**config.mk**
```make
export PLATFORM = sky130hd
export DESIGN_NAME = vedic_seq_mul_ctrl
export DESIGN_NICKNAME = d
export VERILOG_FILES = /design/src/rtl/vedic_seq_mul_ctrl.sv
export SDC_FILE = /design/constraint.sdc
export NUM_CORES = 1
export LEC_CHECK = 0
export ABC_CLOCK_PERIOD_IN_PS = 2750
export BUFFER_PORTS_ARGS = -buffer_cell sky130_fd_sc_hd__clkbuf_2
export CORE_ASPECT_RATIO = 0.9
export CORE_MARGIN = 1.5
export CORE_UTILIZATION = 40
export CTS_CLUSTER_DIAMETER = 40
export DETAILED_ROUTE_END_ITERATION = 8
export GPL_ROUTABILITY_DRIVEN = 0
export MAX_ROUTING_LAYER = met4
export SLEW_MARGIN = 10
export SYNTH_ARGS = -nofsm -noshare
export SYNTH_HDL_FRONTEND = slang
export SYNTH_SLANG_ARGS = --single-unit
```
**constraint.sdc**
```tcl
create_clock -name clk -period 2.75 [get_ports clk]
set_input_delay 0.4125 -clock clk [delete_from_list [all_inputs] [get_ports clk]]
set_output_delay 0.4125 -clock clk [all_outputs]
set_load 0.005 [all_outputs]
```
**src/rtl/vedic_seq_mul_ctrl.sv**
```systemverilog
// vedic_seq_mul_ctrl: computes one MUL_Size x MUL_Size unsigned product by
// time-sharing an external (MUL_Size/2)x(MUL_Size/2) multiplier over four cycles.
// The block has a valid/ready handshake on the operand side and on the result side.
//
// Ports:
//   clk, rst            rising-edge clock, asynchronous active-high reset
//   in_valid/in_ready   operand handshake for A, B
//   mul_en/mul_a/mul_b  request to the shared multiplier
//   mul_p               same-cycle product from the shared multiplier
//   out_valid/out_ready result handshake for Q
//   busy                high whenever the controller is not idle

// vedic_adder: combines the four half-width partial products into the full product.
// Ports: q0..q3 partial products (LL, LH, HL, HH), sum full-width product.
module vedic_adder #(
  parameter int unsigned MUL_Size = 4,
  localparam int unsigned Half_Size = MUL_Size / 2,
  localparam int unsigned Mul_Output_Size = 2 * MUL_Size
) (
  input  logic [MUL_Size-1:0]        q0,
  input  logic [MUL_Size-1:0]        q1,
  input  logic [MUL_Size-1:0]        q2,
  input  logic [MUL_Size-1:0]        q3,
  output logic [Mul_Output_Size-1:0] sum
);

  // Cross terms share the Half_Size weight; their carry is kept by widening first.
  always_comb begin
    sum = Mul_Output_Size'(q0)
        + ((Mul_Output_Size'(q1) + Mul_Output_Size'(q2)) << Half_Size)
        + (Mul_Output_Size'(q3) << MUL_Size);
  end

endmodule

module vedic_seq_mul_ctrl #(
  parameter int unsigned MUL_Size = 4,
  localparam int unsigned Half_Size = MUL_Size / 2,
  localparam int unsigned Mul_Output_Size = 2 * MUL_Size
) (
  input  logic                       clk,
  input  logic                       rst,
  input  logic                       in_valid,
  output logic                       in_ready,
  input  logic [MUL_Size-1:0]        A,
  input  logic [MUL_Size-1:0]        B,
  output logic                       mul_en,
  output logic [Half_Size-1:0]       mul_a,
  output logic [Half_Size-1:0]       mul_b,
  input  logic [MUL_Size-1:0]        mul_p,
  output logic                       out_valid,
  input  logic                       out_ready,
  output logic [Mul_Output_Size-1:0] Q,
  output logic                       busy
);

  typedef enum logic [1:0] {
    S_IDLE = 2'd0,
    S_MUL  = 2'd1,
    S_DONE = 2'd2
  } state_t;

  state_t                state_q, state_d;
  logic [1:0]            step_q, step_d;
  logic [MUL_Size-1:0]   a_q, a_d, b_q, b_d;
  logic [MUL_Size-1:0]   q0_q, q0_d, q1_q, q1_d, q2_q, q2_d, q3_q, q3_d;
  logic                  in_ready_q, in_ready_d;
  logic                  out_valid_q, out_valid_d;
  logic                  mul_en_q, mul_en_d;
  logic [Half_Size-1:0]  mul_a_q, mul_a_d, mul_b_q, mul_b_d;
  logic                  busy_q, busy_d;

  logic [Half_Size-1:0]  al, ah, bl, bh;

  assign al = a_q[Half_Size-1:0];
  assign ah = a_q[MUL_Size-1:Half_Size];
  assign bl = b_q[Half_Size-1:0];
  assign bh = b_q[MUL_Size-1:Half_Size];

  // Next-state logic. mul_a/mul_b are registered, so each MUL cycle preloads
  // the operand pair for the following step (the accept edge preloads step 0).
  always_comb begin
    state_d     = state_q;
    step_d      = step_q;
    a_d         = a_q;
    b_d         = b_q;
    q0_d        = q0_q;
    q1_d        = q1_q;
    q2_d        = q2_q;
    q3_d        = q3_q;
    in_ready_d  = in_ready_q;
    out_valid_d = out_valid_q;
    mul_en_d    = mul_en_q;
    mul_a_d     = mul_a_q;
    mul_b_d     = mul_b_q;
    busy_d      = busy_q;

    unique case (state_q)
      S_IDLE: begin
        if (in_valid && in_ready_q) begin
          a_d        = A;
          b_d        = B;
          step_d     = 2'd0;
          state_d    = S_MUL;
          in_ready_d = 1'b0;
          mul_en_d   = 1'b1;
          mul_a_d    = A[Half_Size-1:0];
          mul_b_d    = B[Half_Size-1:0];
          busy_d     = 1'b1;
        end
      end
      S_MUL: begin
        step_d = step_q + 2'd1;
        unique case (step_q)
          2'd0: begin
            q0_d    = mul_p;
            mul_a_d = al;
            mul_b_d = bh;
          end
          2'd1: begin
            q1_d    = mul_p;
            mul_a_d = ah;
            mul_b_d = bl;
          end
          2'd2: begin
            q2_d    = mul_p;
            mul_a_d = ah;
            mul_b_d = bh;
          end
          default: begin
            q3_d        = mul_p;
            mul_a_d     = '0;
            mul_b_d     = '0;
            mul_en_d    = 1'b0;
            out_valid_d = 1'b1;
            state_d     = S_DONE;
          end
        endcase
      end
      S_DONE: begin
        // in_ready stays low here, so the result edge can never also accept.
        if (out_ready) begin
          out_valid_d = 1'b0;
          in_ready_d  = 1'b1;
          busy_d      = 1'b0;
          state_d     = S_IDLE;
        end
      end
      default: begin
        state_d     = S_IDLE;
        in_ready_d  = 1'b1;
        out_valid_d = 1'b0;
        mul_en_d    = 1'b0;
        mul_a_d     = '0;
        mul_b_d     = '0;
        busy_d      = 1'b0;
      end
    endcase
  end

  // State and output registers.
  always_ff @(posedge clk or posedge rst) begin
    if (rst) begin
      state_q     <= S_IDLE;
      step_q      <= 2'd0;
      a_q         <= '0;
      b_q         <= '0;
      q0_q        <= '0;
      q1_q        <= '0;
      q2_q        <= '0;
      q3_q        <= '0;
      in_ready_q  <= 1'b1;
      out_valid_q <= 1'b0;
      mul_en_q    <= 1'b0;
      mul_a_q     <= '0;
      mul_b_q     <= '0;
      busy_q      <= 1'b0;
    end else begin
      state_q     <= state_d;
      step_q      <= step_d;
      a_q         <= a_d;
      b_q         <= b_d;
      q0_q        <= q0_d;
      q1_q        <= q1_d;
      q2_q        <= q2_d;
      q3_q        <= q3_d;
      in_ready_q  <= in_ready_d;
      out_valid_q <= out_valid_d;
      mul_en_q    <= mul_en_d;
      mul_a_q     <= mul_a_d;
      mul_b_q     <= mul_b_d;
      busy_q      <= busy_d;
    end
  end

  assign in_ready  = in_ready_q;
  assign out_valid = out_valid_q;
  assign mul_en    = mul_en_q;
  assign mul_a     = mul_a_q;
  assign mul_b     = mul_b_q;
  assign busy      = busy_q;

  vedic_adder #(.MUL_Size(MUL_Size)) u_adder (
    .q0  (q0_q),
    .q1  (q1_q),
    .q2  (q2_q),
    .q3  (q3_q),
    .sum (Q)
  );

endmodule

```
==> results.rst <==
.. list-table::
   :header-rows: 1

   * - Metric
     - Value
   * - Number of global-route vias before repair
     - about 1200
   * - Die area
     - about 0.005 sq mm
   * - Setup repair after global routing missed its margin
     - yes
   * - Core Rows
     - 23
   * - Vias per cell
     - 4.87
   * - Grt ovf
     - 0
   * - Insertion delay of the later-clocked pin in the worst-skew pair
     - 0.28 ns
   * - Static leakage
     - 1.07 nW
   * - Number of diodes
     - 0
   * - Hold Fails Final Rpt
     - 0
   * - Critical path launch point
     - q2_q[1]$_DFFE_PP0P_
   * - Wire length of the first global-routing pass
     - ~5.7 mm
   * - Master cell of the clock root buffer
     - clkbuf_8
   * - Clock buffer count from CTS
     - 5
   * - Initial Utilization
     - about two fifths
   * - DRT iter0 DRCs
     - 62
   * - Final Cycle Share
     - a little over nine tenths
   * - Number of primary I/O pins
     - 32
   * - DP Wirelength
     - approximately 2.7 mm
   * - Reg2Reg Launch Point
     - state_q[0]$_DFFE_PP0P_
   * - Internal reg-to-reg setup slack
     - between 1 and 1.5 ns
   * - Filler-free cell count of the finished design
     - about 260
   * - Number of antenna-violating nets in the routed design
     - 0
   * - Setup CP Type
     - reg -> out
   * - Die H
     - 67.3 microns
   * - Fraction of layout cells with a size suffix above 1
     - 42.9%
   * - Finished layout cell area
     - 0.00224 sq mm
   * - Number of buffers added on ports
     - 31
   * - Min cycle time layout
     - around 2.7 ns
   * - Core area
     - between 0.004 and 0.005 sq mm
   * - Via total after detailed routing
     - around 1300
   * - Synthesized netlist cell count
     - approximately 150
   * - Worst relative slew slack
     - between 60% and 70%
   * - Crit-path cells
     - buf_6, fa_2, xor2_1, ha_2, o21ai_2, o21bai_1, a21oi_2, xnor2_1, buf_2
   * - Post-synthesis async set-or-reset flop share
     - 100%
   * - Biggest area contributors in the synthesized netlist
     - dfrtp_1 (48%), mux2_2 (15%), ha_1 (8.9%)
   * - H-tree depth
     - 2
   * - TritonCTS clock tree
     - built
   * - Number of synthesized register bits
     - 36
   * - Post-synth top area share
     - between 40 and 50%
   * - Initial antenna violation count
     - 0
   * - Cell taking the most area after synthesis
     - dfrtp_1
   * - Horizontal extent of the die
     - 74.4 microns
   * - Run status
     - complete, no violations
   * - Power density over the cells
     - 1580 mW/mm^2
   * - Slowest library cell on the worst path
     - dfrtp_1
   * - Count of cell types in the netlist
     - 26
   * - Largest fanout of any net on the critical path
     - 3
   * - Data arrival at the endpoint of the critical path
     - 2.31 ns
   * - Synthesis-to-layout area growth
     - 21.8%
   * - Commonest non-fill, non-tap cell in the layout
     - dfrtp_1
   * - Count of cells along the worst register-to-register path
     - 3
   * - Post-Place Cell Area
     - 0.00205 sq mm
   * - Buffer levels on the longest clock path
     - 2
   * - TritonCTS sink count
     - 36
   * - Hold-fix buffers, CTS
     - 0
   * - Worst VDD drop
     - between 0.7 and 0.8 mV
   * - Routed wire length per instance
     - between 10 and 15 microns
   * - Mean cell area of the mapped netlist
     - between 10 and 15 sq um
   * - MaxCap Viol Count
     - 0
   * - Hold slack
     - ~0.21 ns
   * - Slew at the pin closest to its max-slew limit
     - 0.479 ns
   * - Required time worst endpoint
     - 2.34 ns
   * - Clock tree skew after final layout
     - roughly 0.0060 ns
   * - Highest-count cells in the layout ignoring fill and taps
     - dfrtp_1 (35), clkbuf_2 (29), mux2_2 (24), nand2_1 (13), ha_1 (10)
   * - Post-Syn Area
     - about 0.0018 sq mm
   * - Delay contributed by the slowest stage of the critical path
     - ~0.41 ns
   * - Final Max Slew Viols
     - 0
   * - Total global routing track utilization
     - between 10% and 20%
   * - Top FF cell, synth
     - dfrtp_1
   * - Finished Core Util
     - about half
   * - First-pass detailed-route iteration total
     - 4
   * - Clock-pin slew of the registers on the worst-case setup and hold paths
     - roughly 0.07 ns
   * - Total number of yosys warnings
     - 0
   * - Pin count of the biggest net entering global routing
     - 37
   * - Critical Path Sink Type
     - output port
   * - Routed Wire Length
     - around 3.7 mm
   * - Detailed-route DRC error count
     - 0
   * - Max Freq
     - around 0.37 GHz
   * - Total instance count after detailed placement
     - around 240
   * - Share of the yosys chip area belonging to registers
     - 49.1%
   * - Final setup vio count
     - 0
   * - Hold/Removal Path Class
     - in -> async
   * - Post-layout nets
     - 226
   * - Type of element launching the critical path
     - flip-flop
   * - Net count after synthesis
     - 185
   * - Post-synth EDFFs
     - 0
## cell type report
class                           count  area [sq um]
Clock buffer                        8          90.1
Inverter                            8          30.0
Timing Repair Buffer               38           211
Sequential cell                    36           902
Tap cell                           62          77.6
Fill cell                         420          2190
Multi-Input combinational cell    106           926
## sequential cells by signal (all words and copies together) (netlist names), 4 cells and up
name  cells
a_q       4
b_q       4
q0_q      4
q1_q      4
q2_q      4
q3_q      4
## worst paths after layout
check | end
min in group clk | b_q[2]$_DFFE_PP0P_
worst min register to register | mul_en$_DFFE_PP0P_
worst max register to register | q3_q[0]$_DFFE_PP0P_
worst max-delay path | Q[7]
max in group asynchronous | in_ready$_DFFE_PP1P_
worst min-delay path | q2_q[1]$_DFFE_PP0P_
## worst max-delay path, delay by kind of cell (launching register included)
family	cells	cell delay (ns)
flops	1	0.41
xor+xnor	2	0.27
fa+ha+maj	2	0.70
buf+inv	2	0.26
compound gates	3	0.37
## per-layer routing
metal	vias up	GRT usage, %	routed length [microns]
met1	609	21.5	1790
li1	619	-	-
met2	23	24.1	1740
met4	0	4.09	41
met5	-	-	0
met3	5	4.93	115
## synth_stat cells, types with 2 or more instances
cell and count:
dfrtp_1 35, o22ai_1 2, nand2b_1 3, fa_1 2, a22oi_1 4, a21oi_1 7, nand2_1 13, mux2i_1 2
xnor2_1 5, buf_2 2, a21o_1 6, mux2_2 24, a22o_1 2, o21ai_0 8, nor2_1 8, ha_1 13
inv_1 8, buf_4 2
## report_power, final
part | internal (W) | total [W] | switching [W]
Sequential | 0.000765 | 0.000941 | 0.000176
Clock | 0.000204 | 0.000378 | 0.000173
Combinational | 0.00123 | 0.00222 | 0.000989
## timing repair
item	CTS	global route
resized for setup	7	9
buffers inserted	2	4
pin swaps	4	14
endpoints found under the setup margin	2	3
## through the flow
| stage | power (W) | setup TNS, ns | setup slack, ns |
|---|---|---|---|
| final | 0.00354 | 0 | 0.0295 |
| after floorplan | 0.00219 | 0 | 0.370 |
| after global routing | 0.00385 | -0.189 | -0.111 |
| after global placement | 0.00267 | 0 | 0.199 |
| after detailed placement | 0.00276 | 0 | 0.125 |
| after CTS | 0.00336 | -0.0616 | -0.0315 |
## logic make-up (layout without fill, tap and decap cells)
| logic type | Yosys count | in the layout | synth area share (%) |
|---|---|---|---|
| buf+inv | 12 | 54 | 3.00 |
| simple gates | 28 | 28 | 7.56 |
| flops | 36 | 36 | 49.1 |
| mux | 26 | 26 | 15.8 |
| fa+ha+maj | 15 | 15 | 11.0 |
| xor+xnor | 6 | 6 | 2.86 |
| compound gates | 31 | 31 | 10.6 |
Power figures use the tool's default switching activity.
